`config.mk`:
```
export PLATFORM = sky130hd
export DESIGN_NAME = data_mem_ctrl
export DESIGN_NICKNAME = d
export VERILOG_FILES = /design/src/rtl/data_mem_ctrl_pkg.sv /design/src/rtl/data_mem_ctrl.sv
export SDC_FILE = /design/constraint.sdc
export NUM_CORES = 1
export LEC_CHECK = 0
export BUFFER_PORTS_ARGS = -buffer_cell sky130_fd_sc_hd__buf_2
export CORE_MARGIN = 1
export CORE_UTILIZATION = 45
export DETAILED_ROUTE_END_ITERATION = 6
export PLACE_DENSITY_LB_ADDON = 0.15
export SLEW_MARGIN = 40
export SYNTH_ARGS = -nofsm -noshare
export SYNTH_HDL_FRONTEND = slang
export SYNTH_SLANG_ARGS = --single-unit
```
`constraint.sdc`:
```
create_clock -name clk -period 2.8 [get_ports clk]
set_input_delay 0.14 -clock clk [delete_from_list [all_inputs] [get_ports clk]]
set_output_delay 0.14 -clock clk [all_outputs]
set_load 0.005 [all_outputs]
```
`src/rtl/data_mem_ctrl_pkg.sv`:
```
// rtl/data_mem_ctrl_pkg.sv - shared types and constants for the data memory controller
package data_mem_ctrl_pkg;

    // SRAM half-word address width (18 bits addresses 256K half-words)
    localparam int SRAM_ADDR_W = 18;

    // Byte address of SRAM word 0 unless the instance overrides it
    localparam logic [31:0] MEM_BASE_DEFAULT = 32'd1024;

    // Wait counter width; holds SRAM_WAIT-1 for SRAM_WAIT up to 15
    localparam int WAIT_CNT_W = 4;

    // Access sequencer states: low half then high half, then one ready cycle
    typedef enum logic [1:0] {
        ST_IDLE = 2'd0,
        ST_LO   = 2'd1,
        ST_HI   = 2'd2,
        ST_DONE = 2'd3
    } state_t;

endpackage

```
`src/rtl/data_mem_ctrl.sv`:
```
// rtl/data_mem_ctrl.sv - MEM-stage bridge splitting 32-bit loads/stores into two 16-bit SRAM accesses
module data_mem_ctrl
    import data_mem_ctrl_pkg::*;
#(
    parameter int          SRAM_WAIT = 2,
    parameter logic [31:0] MEM_BASE  = MEM_BASE_DEFAULT
) (
    input  logic                   clk,
    input  logic                   rst,
    input  logic                   mem_r_en,
    input  logic                   mem_w_en,
    input  logic [31:0]            alu_res,
    input  logic [31:0]            val_rm,
    output logic                   ready,
    output logic [31:0]            read_data,
    output logic [SRAM_ADDR_W-1:0] sram_addr,
    output logic [15:0]            sram_wdata,
    input  logic [15:0]            sram_rdata,
    output logic                   sram_we_n,
    output logic                   sram_oe_n
);

    // Counter reload value so that each half stays SRAM_WAIT cycles
    localparam logic [WAIT_CNT_W-1:0] WAIT_LOAD = WAIT_CNT_W'(SRAM_WAIT - 1);
    localparam logic [WAIT_CNT_W-1:0] CNT_ONE   = WAIT_CNT_W'(1);

    state_t                  state;
    state_t                  next_state;
    logic [WAIT_CNT_W-1:0]   wait_cnt;
    logic [16:0]             word_idx_q;
    logic [31:0]             wdata_q;
    logic                    is_write_q;
    logic                    req;
    logic                    last_cycle;
    logic [31:0]             byte_off;
    logic                    unused_off_bits;

    assign req        = mem_r_en | mem_w_en;
    assign last_cycle = (wait_cnt == '0);

    // Offset from the SRAM window base wraps modulo 2^32; only word index bits are kept
    assign byte_off        = alu_res - MEM_BASE;
    assign unused_off_bits = ^{byte_off[31:19], byte_off[1:0]};

    // State register
    always_ff @(posedge clk) begin
        if (rst) begin
            state <= ST_IDLE;
        end else begin
            state <= next_state;
        end
    end

    // Wait counter: reloaded on every state change, counts down to zero while the state holds
    always_ff @(posedge clk) begin
        if (rst) begin
            wait_cnt <= '0;
        end else if (next_state != state) begin
            wait_cnt <= WAIT_LOAD;
        end else if (!last_cycle) begin
            wait_cnt <= wait_cnt - CNT_ONE;
        end
    end

    // Capture the request on IDLE->LO so the requester's inputs need not be sampled again
    always_ff @(posedge clk) begin
        if (rst) begin
            word_idx_q <= '0;
            wdata_q    <= '0;
            is_write_q <= 1'b0;
        end else if (state == ST_IDLE && req) begin
            word_idx_q <= byte_off[18:2];
            wdata_q    <= val_rm;
            is_write_q <= mem_w_en;
        end
    end

    // Load result: each half is sampled in the final cycle of its SRAM access
    always_ff @(posedge clk) begin
        if (rst) begin
            read_data <= '0;
        end else if (!is_write_q && last_cycle) begin
            if (state == ST_LO) begin
                read_data[15:0] <= sram_rdata;
            end else if (state == ST_HI) begin
                read_data[31:16] <= sram_rdata;
            end
        end
    end

    // Next-state logic; requests are only looked at in IDLE
    always_comb begin
        next_state = state;
        case (state)
            ST_IDLE: if (req)        next_state = ST_LO;
            ST_LO:   if (last_cycle) next_state = ST_HI;
            ST_HI:   if (last_cycle) next_state = ST_DONE;
            ST_DONE:                 next_state = ST_IDLE;
            default:                 next_state = ST_IDLE;
        endcase
    end

    // Outputs: pipeline handshake and SRAM pin drive for the current half
    always_comb begin
        ready      = (state == ST_DONE) || (state == ST_IDLE && !req);
        sram_addr  = '0;
        sram_wdata = '0;
        sram_we_n  = 1'b1;
        sram_oe_n  = 1'b1;
        case (state)
            ST_LO: begin
                sram_addr = {word_idx_q, 1'b0};
                if (is_write_q) begin
                    sram_wdata = wdata_q[15:0];
                    sram_we_n  = !last_cycle;
                end else begin
                    sram_oe_n  = 1'b0;
                end
            end
            ST_HI: begin
                sram_addr = {word_idx_q, 1'b1};
                if (is_write_q) begin
                    sram_wdata = wdata_q[31:16];
                    sram_we_n  = !last_cycle;
                end else begin
                    sram_oe_n  = 1'b0;
                end
            end
            default: begin
                sram_addr = '0;
            end
        endcase
    end

endmodule

```
==> impl_metrics.prom, run 1 <==
# TYPE chip_impl_metric gauge
chip_impl_info{name="cts_root_buf",value="sky130_fd_sc_hd__clkbuf_8"} 1
chip_impl_metric{name="route.vias.total",unit=""} 3599
chip_impl_metric{name="post_dp_cell_area",unit="um2"} 4514
chip_impl_metric{name="ys_seq_area_frac",unit=""} 0.4725
chip_impl_metric{name="holdBufCountCts",unit=""} 5
chip_impl_metric{name="post_synth_edffs",unit=""} 0
chip_impl_metric{name="path_max_fanout",unit=""} 18
chip_impl_metric{name="track_usage",unit=""} 0.2220
chip_impl_metric{name="max_slew.worst_pin.slew",unit="ns"} 0.6066
chip_impl_info{name="setup.worst_path.end_class",value="output port"} 1
chip_impl_metric{name="async_flop_share",unit=""} 0
chip_impl_metric{name="area_of_the_placeable_core",unit="um2"} 7888
chip_impl_metric{name="place.detailed.hpwl",unit="mm"} 6.173
chip_impl_metric{name="clkTransAtPathRegs",unit="ns"} 0.09
chip_impl_info{name="timing_worst_setup_path_type",value="reg2out"} 1
chip_impl_metric{name="ys_seq_elements",unit=""} 88
chip_impl_metric{name="max_cap_violations",unit=""} 0
chip_impl_info{name="run_status",value="completed"} 1
chip_impl_metric{name="post_cts_resize_count",unit=""} 0
chip_impl_metric{name="dr.first_iter.drc_count",unit=""} 117
chip_impl_metric{name="finalHoldViolCount",unit=""} 0
chip_impl_metric{name="clock_path_buffers",unit=""} 2
chip_impl_info{name="most_instantiated_library_cell_after_synthesis",value="sky130_fd_sc_hd__nand2_1"} 1
chip_impl_metric{name="die_x",unit="um"} 93.03
chip_impl_metric{name="power.switching_fraction",unit=""} 0.3779
chip_impl_metric{name="die_area",unit="um2"} 8654
chip_impl_metric{name="leakagePower",unit="nW"} 2.087
chip_impl_metric{name="worst_clock_skew",unit="ns"} 0.01085
chip_impl_metric{name="setup_viol_count_final",unit=""} 0
chip_impl_metric{name="firstDrtPassIters",unit=""} 4
chip_impl_metric{name="p_int",unit="mW"} 2.551
chip_impl_metric{name="synth.avg_cell_area",unit="um2"} 7.784
chip_impl_metric{name="grt_pass1_wl",unit="mm"} 15.22
chip_impl_metric{name="port_buffers",unit=""} 137
chip_impl_metric{name="num-fill-cells",unit=""} 754
chip_impl_metric{name="synth_nets",unit=""} 571
chip_impl_metric{name="dp_worst_setup_slack",unit="ns"} 0.5368
chip_impl_metric{name="grt_start_max_net_pins",unit=""} 52
chip_impl_metric{name="synth_cell_type_count",unit=""} 41
chip_impl_metric{name="slew_violations",unit=""} 0
chip_impl_metric{name="share_seq_of_total_power",unit=""} 0.410
chip_impl_metric{name="avgRoutedWirePerCell",unit="um"} 12.86
chip_impl_metric{name="worst-endpoint-required",unit="ns"} 2.66
chip_impl_metric{name="maxClockFrequency",unit="GHz"} 0.3878
chip_impl_metric{name="number_of_global_route_vias_before_repair",unit=""} 3352
chip_impl_metric{name="postLayoutSetupSlackWorst",unit="ns"} 0.2216
chip_impl_metric{name="tritoncts_num_sinks",unit=""} 88
chip_impl_metric{name="std_cell_rows",unit=""} 32
chip_impl_metric{name="netlist_instances",unit=""} 479
chip_impl_metric{name="viasPerCell",unit=""} 5.041
chip_impl_metric{name="post_cts_buffers",unit=""} 0
chip_impl_metric{name="final_layout_size_suffix_gt1_frac",unit=""} 0.2729
chip_impl_info{name="rsz_0062_raised_after_global_routing",value="no"} 1
chip_impl_metric{name="antenna-diode-count",unit=""} 0
chip_impl_metric{name="finish.net_count",unit=""} 699
chip_impl_metric{name="drc",unit=""} 0
chip_impl_metric{name="floorplan.initialDensity",unit=""} 0.4727
chip_impl_metric{name="critical_path_arrival",unit="ns"} 2.44
chip_impl_metric{name="clock_latency",unit="ns"} 0.35
chip_impl_info{name="synth.cells.most_frequent",value="149 x sky130_fd_sc_hd__nand2_1, 88 x sky130_fd_sc_hd__dfxtp_1, 75 x sky130_fd_sc_hd__a21oi_1"} 1
chip_impl_metric{name="tns",unit="ns"} 0
chip_impl_metric{name="boundaryPins",unit=""} 153
chip_impl_metric{name="h_tree_levels",unit=""} 3
chip_impl_metric{name="fp.dieH",unit="um"} 93.03
chip_impl_metric{name="worst_slew_margin_rel",unit=""} 0.5946
chip_impl_info{name="synth_top_area_cell",value="sky130_fd_sc_hd__dfxtp_1"} 1
chip_impl_metric{name="fin_area",unit="um2"} 4781
chip_impl_metric{name="clkPwrFrac",unit=""} 0.217
chip_impl_info{name="ys_dominant_reg_cell",value="sky130_fd_sc_hd__dfxtp_1"} 1
chip_impl_info{name="hold_path_class",value="in2reg"} 1
chip_impl_metric{name="synth-warning-count",unit=""} 0
chip_impl_metric{name="switching_power",unit="mW"} 1.550
chip_impl_metric{name="gp_congestion",unit=""} 0.8054
chip_impl_metric{name="netlist.area_leader.share",unit=""} 0.4725
chip_impl_metric{name="antenna_found_initial",unit=""} 0
chip_impl_metric{name="routed_wl",unit="mm"} 9.180
chip_impl_metric{name="combPwrFrac",unit=""} 0.373
chip_impl_metric{name="grt-ovfl-total",unit=""} 0
chip_impl_metric{name="syn_to_final_growth",unit="%"} 28.22
chip_impl_metric{name="post-route-min-period",unit="ns"} 2.578
chip_impl_metric{name="power.ir.vdd_worst",unit="mV"} 0.3320
chip_impl_metric{name="post_synth_instance_area",unit="um2"} 3729
chip_impl_metric{name="post-route-period-util",unit=""} 0.9209
chip_impl_info{name="cts_tree",value="done"} 1
chip_impl_metric{name="cts_made_buffers",unit=""} 9
chip_impl_metric{name="final_antenna_net_count",unit=""} 0
chip_impl_metric{name="p_per_area",unit="nW/um2"} 857.8
chip_impl_info{name="yosys-top-cells-area",value="sky130_fd_sc_hd__dfxtp_1 47%, sky130_fd_sc_hd__nand2_1 15%, sky130_fd_sc_hd__a21oi_1 10%"} 1
chip_impl_info{name="setup.worst_path.start_class",value="flop"} 1
==> power by group through the flow <==
stage	logic [mW]	registers (mW)	clock network [mW]
after floorplan	1.05	1.68	0
after global placement	1.46	1.70	0
after detailed placement	1.54	1.71	0
after CTS	1.55	1.68	0.923
after global routing	1.74	1.72	0.970
final	1.53	1.68	0.889
==> flip-flops by register name, indices dropped and copies added, names as in the netlist <==
name,cells
read_data,32
wdata_q,32
word_idx_q,17
wait_cnt,4
state,2
is_write_q,1
==> path summary, 6_finish.rpt <==
kind | slack, ns | cells after the start | from | end
hold reg to reg | 0.45 | 2 | word_idx_q[6] | word_idx_q[6]
setup / recovery | 0.22 | 6 | state[1] | sram_addr[5]
setup reg to reg | 0.53 | 7 | state[1] | wait_cnt[1]
hold / removal | 0.02 | 3 | alu_res[4] | word_idx_q[2]
==> stage by stage <==
| stage | total power, mW | hold slack [ns] | cells | utilization |
|---|---|---|---|---|
| floorplan | 2.730 | 0.2356 | 479 | - |
| global placement | 3.154 | 0.3670 | 691 | 0.5688 |
| detailed placement | 3.249 | 0.3729 | 692 | 0.5723 |
| CTS | 4.154 | 0.0002886 | 713 | 0.6045 |
| global route | 4.426 | 0.0001818 | 714 | 0.6061 |
| finish | 4.101 | 0.02013 | 714 | 0.6061 |
==> cells in the final DEF, fill, tap and decap left out, types with 5 or more instances in the layout <==
cell type,n
sky130_fd_sc_hd__a22oi_1,16
sky130_fd_sc_hd__xnor2_1,6
sky130_fd_sc_hd__inv_1,8
sky130_fd_sc_hd__a21oi_1,75
sky130_fd_sc_hd__nor3_1,5
sky130_fd_sc_hd__nor2_1,30
sky130_fd_sc_hd__nand2_1,149
sky130_fd_sc_hd__and2_1,17
sky130_fd_sc_hd__dfxtp_1,88
sky130_fd_sc_hd__buf_2,136
sky130_fd_sc_hd__buf_4,5
sky130_fd_sc_hd__ha_1,8
sky130_fd_sc_hd__a211oi_1,10
sky130_fd_sc_hd__dlygate4sd3_1,6
sky130_fd_sc_hd__clkbuf_8,9
==> worst max-delay path: stages, from the launching register on <==
cell,delay [ns]
sky130_fd_sc_hd__dfxtp_1,0.41
sky130_fd_sc_hd__inv_1,0.16
sky130_fd_sc_hd__ha_1,0.35
sky130_fd_sc_hd__buf_4,0.31
sky130_fd_sc_hd__o21a_1,0.51
sky130_fd_sc_hd__and2_1,0.22
sky130_fd_sc_hd__buf_2,0.12
==> metal layers <==
layer | up-vias | wire length [um] | track usage
met3 | 10 | 468 | 0.04228
met2 | 103 | 4398 | 0.3713
li1 | 1840 | - | -
met4 | 0 | 101 | 0.08333
met5 | - | 0 | 0
met1 | 1646 | 4212 | 0.2832
==> logic make-up after synthesis <==
group / Yosys count / share of synthesized area
compound gates: 115 / 0.1809
xor+xnor: 7 / 0.01644
fa+ha+maj: 8 / 0.02685
buf+inv: 41 / 0.04665
flops: 88 / 0.4725
simple gates: 220 / 0.2567
==> area by class of cell <==
| class | count | area [um2] | area share |
|---|---|---|---|
| multi-input cells | 350 | 1812 | 0.3790 |
| flip-flops and latches | 88 | 1762 | 0.3685 |
| repair buffers | 150 | 845.8 | 0.1769 |
| well taps | 102 | 127.6 | 0.02669 |
| clock buffers | 9 | 123.9 | 0.02591 |
| clock inverters | 7 | 80.08 | 0.01675 |
| inverters | 8 | 30.03 | 0.006281 |
Power figures use the tool's default switching activity.
==> run 2, diff against run 1 <==
--- a/config.mk
+++ b/config.mk
@@ -10,6 +10,7 @@
 export CORE_UTILIZATION = 45
 export DETAILED_ROUTE_END_ITERATION = 6
 export PLACE_DENSITY_LB_ADDON = 0.15
+export REMOVE_ABC_BUFFERS = 1
 export SLEW_MARGIN = 40
 export SYNTH_ARGS = -nofsm -noshare
 export SYNTH_HDL_FRONTEND = slang
==> run 2 against run 1 <==
  * Clock skew fell by 0.0054 ns
  * Global-route usage down 0.70 points
  * Via count is 0.14% higher
  * Critical path type unchanged
==> impl_metrics.prom, run 2 (same netlist as run 1, synthesis figures left out) <==
# TYPE chip_impl_metric gauge
chip_impl_metric{name="combPwrFrac",unit=""} 0.367
chip_impl_info{name="timing_worst_setup_path_type",value="reg2out"} 1
chip_impl_metric{name="std_cell_rows",unit=""} 32
chip_impl_info{name="cts_root_buf",value="sky130_fd_sc_hd__clkbuf_8"} 1
chip_impl_metric{name="die_area",unit="um2"} 8654
chip_impl_info{name="largest_registers",value="read_data: 32 flops, wdata_q: 32 flops, word_idx_q: 17 flops"} 1
chip_impl_metric{name="post-route-period-util",unit=""} 0.9105
chip_impl_metric{name="floorplan.initialDensity",unit=""} 0.4727
chip_impl_metric{name="final_antenna_net_count",unit=""} 0
chip_impl_metric{name="h_tree_levels",unit=""} 3
chip_impl_metric{name="worst_clock_skew",unit="ns"} 0.005424
chip_impl_metric{name="track_usage",unit=""} 0.2150
chip_impl_info{name="rsz_0062_raised_after_global_routing",value="no"} 1
chip_impl_metric{name="fp.dieH",unit="um"} 93.03
chip_impl_metric{name="cts_made_buffers",unit=""} 9
chip_impl_metric{name="drc",unit=""} 0
chip_impl_metric{name="leakagePower",unit="nW"} 2.090
chip_impl_info{name="run_status",value="completed"} 1
chip_impl_metric{name="fin_area",unit="um2"} 4758
chip_impl_info{name="mostFrequentLayoutCells",value="149 x sky130_fd_sc_hd__nand2_1, 137 x sky130_fd_sc_hd__buf_2, 88 x sky130_fd_sc_hd__dfxtp_1, 75 x sky130_fd_sc_hd__a21oi_1, 30 x sky130_fd_sc_hd__nor2_1"} 1
chip_impl_info{name="reg2reg_from",value="state[0]"} 1
chip_impl_metric{name="area_of_combinational_cells_with_multiple_inputs",unit="um2"} 1812
chip_impl_metric{name="slew_violations",unit=""} 0
chip_impl_metric{name="viasPerCell",unit=""} 5.055
chip_impl_info{name="setup.worst_path.start_class",value="flop"} 1
chip_impl_metric{name="num-fill-cells",unit=""} 753
chip_impl_metric{name="post_cts_resize_count",unit=""} 0
chip_impl_metric{name="clkTransAtPathRegs",unit="ns"} 0.09
chip_impl_metric{name="clock_latency",unit="ns"} 0.35
chip_impl_metric{name="antenna-diode-count",unit=""} 0
chip_impl_info{name="setup.worst_path.end_class",value="output port"} 1
chip_impl_info{name="layout_commonest_cell",value="sky130_fd_sc_hd__nand2_1"} 1
chip_impl_metric{name="clock_path_buffers",unit=""} 2
chip_impl_metric{name="power.switching_fraction",unit=""} 0.3675
chip_impl_metric{name="avgRoutedWirePerCell",unit="um"} 12.81
chip_impl_metric{name="switching_power",unit="mW"} 1.527
chip_impl_metric{name="worst_slew_margin_rel",unit=""} 0.4466
chip_impl_info{name="worst_setup_path_startpoint",value="state[0]"} 1
chip_impl_metric{name="p_per_area",unit="nW/um2"} 873.3
chip_impl_metric{name="place.detailed.hpwl",unit="mm"} 6.429
chip_impl_metric{name="share_seq_of_total_power",unit=""} 0.405
chip_impl_metric{name="grt_start_max_net_pins",unit=""} 47
chip_impl_info{name="cts_tree",value="done"} 1
chip_impl_metric{name="syn_to_final_growth",unit="%"} 27.62
chip_impl_metric{name="grt-ovfl-total",unit=""} 0
chip_impl_metric{name="post-route-util",unit=""} 0.6033
chip_impl_info{name="crit_path_cell_trace",value="inv_1 -> ha_1 -> buf_4 -> o21a_1 -> and2_1 -> buf_2"} 1
chip_impl_metric{name="critical_path_arrival",unit="ns"} 2.41
chip_impl_metric{name="power.ir.vdd_worst",unit="mV"} 0.4930
chip_impl_metric{name="layout.area.seq",unit="um2"} 1762
chip_impl_metric{name="cp_slowest_stage_delay",unit="ns"} 0.48
chip_impl_metric{name="clkPwrFrac",unit=""} 0.228
chip_impl_metric{name="die_x",unit="um"} 93.03
chip_impl_info{name="hold_path_class",value="in2reg"} 1
chip_impl_metric{name="p_int",unit="mW"} 2.628
chip_impl_metric{name="number_of_global_route_vias_before_repair",unit=""} 3329
chip_impl_metric{name="path_max_fanout",unit=""} 17
chip_impl_metric{name="worst-endpoint-required",unit="ns"} 2.66
chip_impl_metric{name="dr.first_iter.drc_count",unit=""} 168
chip_impl_metric{name="max_cap_violations",unit=""} 0
chip_impl_metric{name="max_slew.worst_pin.slew",unit="ns"} 0.8301
chip_impl_metric{name="finish.net_count",unit=""} 698
chip_impl_metric{name="fin_hold_ws",unit="ns"} 0.01586
chip_impl_metric{name="antenna_found_initial",unit=""} 0
chip_impl_metric{name="routed_wl",unit="mm"} 9.137
chip_impl_metric{name="post_dp_cell_area",unit="um2"} 4519
chip_impl_metric{name="boundaryPins",unit=""} 153
chip_impl_info{name="critical_path.slowest_cell",value="sky130_fd_sc_hd__ha_1"} 1
chip_impl_metric{name="setup_viol_count_final",unit=""} 0
chip_impl_metric{name="gp_congestion",unit=""} 0.7851
chip_impl_metric{name="grt_pass1_wl",unit="mm"} 14.81
chip_impl_metric{name="tritoncts_num_sinks",unit=""} 88
chip_impl_metric{name="firstDrtPassIters",unit=""} 6
chip_impl_metric{name="report.power.total",unit="mW"} 4.156
chip_impl_metric{name="maxClockFrequency",unit="GHz"} 0.3922
chip_impl_metric{name="final_layout_size_suffix_gt1_frac",unit=""} 0.2782
chip_impl_metric{name="finalHoldViolCount",unit=""} 0
chip_impl_metric{name="post-route-min-period",unit="ns"} 2.549
chip_impl_metric{name="route.vias.total",unit=""} 3604
chip_impl_metric{name="port_buffers",unit=""} 137
chip_impl_metric{name="post_cts_buffers",unit=""} 0
chip_impl_info{name="worst_hold_startpoint",value="alu_res[2]"} 1
chip_impl_metric{name="tns",unit="ns"} 0
chip_impl_metric{name="area_of_the_placeable_core",unit="um2"} 7888
[run 2: what timing repair did]
item | CTS | global route
hold buffers | 2 | 0
endpoints found under the setup margin | 0 | 0
hold endpoints to repair | 2 | 0
[run 2: final timing paths]
kind                                      end  slack, ns  cells past startpoint
worst max register to register  read_data[31]       0.64                      6
worst max-delay path             sram_addr[6]       0.25                      6
worst min-delay path            word_idx_q[0]       0.02                      3
worst min register to register  word_idx_q[5]       0.45                      2
[run 2: cell type report]
class	instances	share of cell area
multi-input combinational	350	0.3808
sequential	88	0.3702
timing repair buffer	149	0.1699
clock buffer	9	0.02603
inverter	8	0.006311
clock inverter	7	0.01998
tap	102	0.02682
[run 2: routing by layer]
| metal | up-vias | GRT usage | wire [um] |
|---|---|---|---|
| li1 | 1854 | - | - |
| met1 | 1621 | 0.2565 | 4157 |
| met2 | 115 | 0.3793 | 4262 |
| met3 | 14 | 0.05528 | 610 |
| met4 | 0 | 0.06154 | 107 |
| met5 | - | 0 | 0 |
[run 2: power by group through the flow]
| stage | clock (mW) | combinational, mW | sequential, mW |
|---|---|---|---|
| global placement | 0 | 1.45 | 1.70 |
| CTS | 0.977 | 1.53 | 1.68 |
| global route | 1.03 | 1.72 | 1.72 |
| floorplan | 0 | 0.966 | 1.68 |
| finish | 0.948 | 1.53 | 1.68 |
| detailed placement | 0 | 1.53 | 1.71 |
[run 2: worst max-delay path, delay by kind of cell, from the launching register on]
| family | cells | cell delay, ns |
|---|---|---|
| buffers and inverters | 3 | 0.58 |
| adders and majority gates | 1 | 0.48 |
| AOI/OAI and AO/OA | 1 | 0.42 |
| DFF | 1 | 0.37 |
| and+or+nand+nor | 1 | 0.21 |
[run 2: per-stage QoR]
step                      worst slack, ns  std cells
final                              0.2506        713
after global routing              0.05799        713
after CTS                          0.2328        713
after detailed placement           0.6300        695
after global placement             0.6828        693
after floorplan                   -0.2106        446
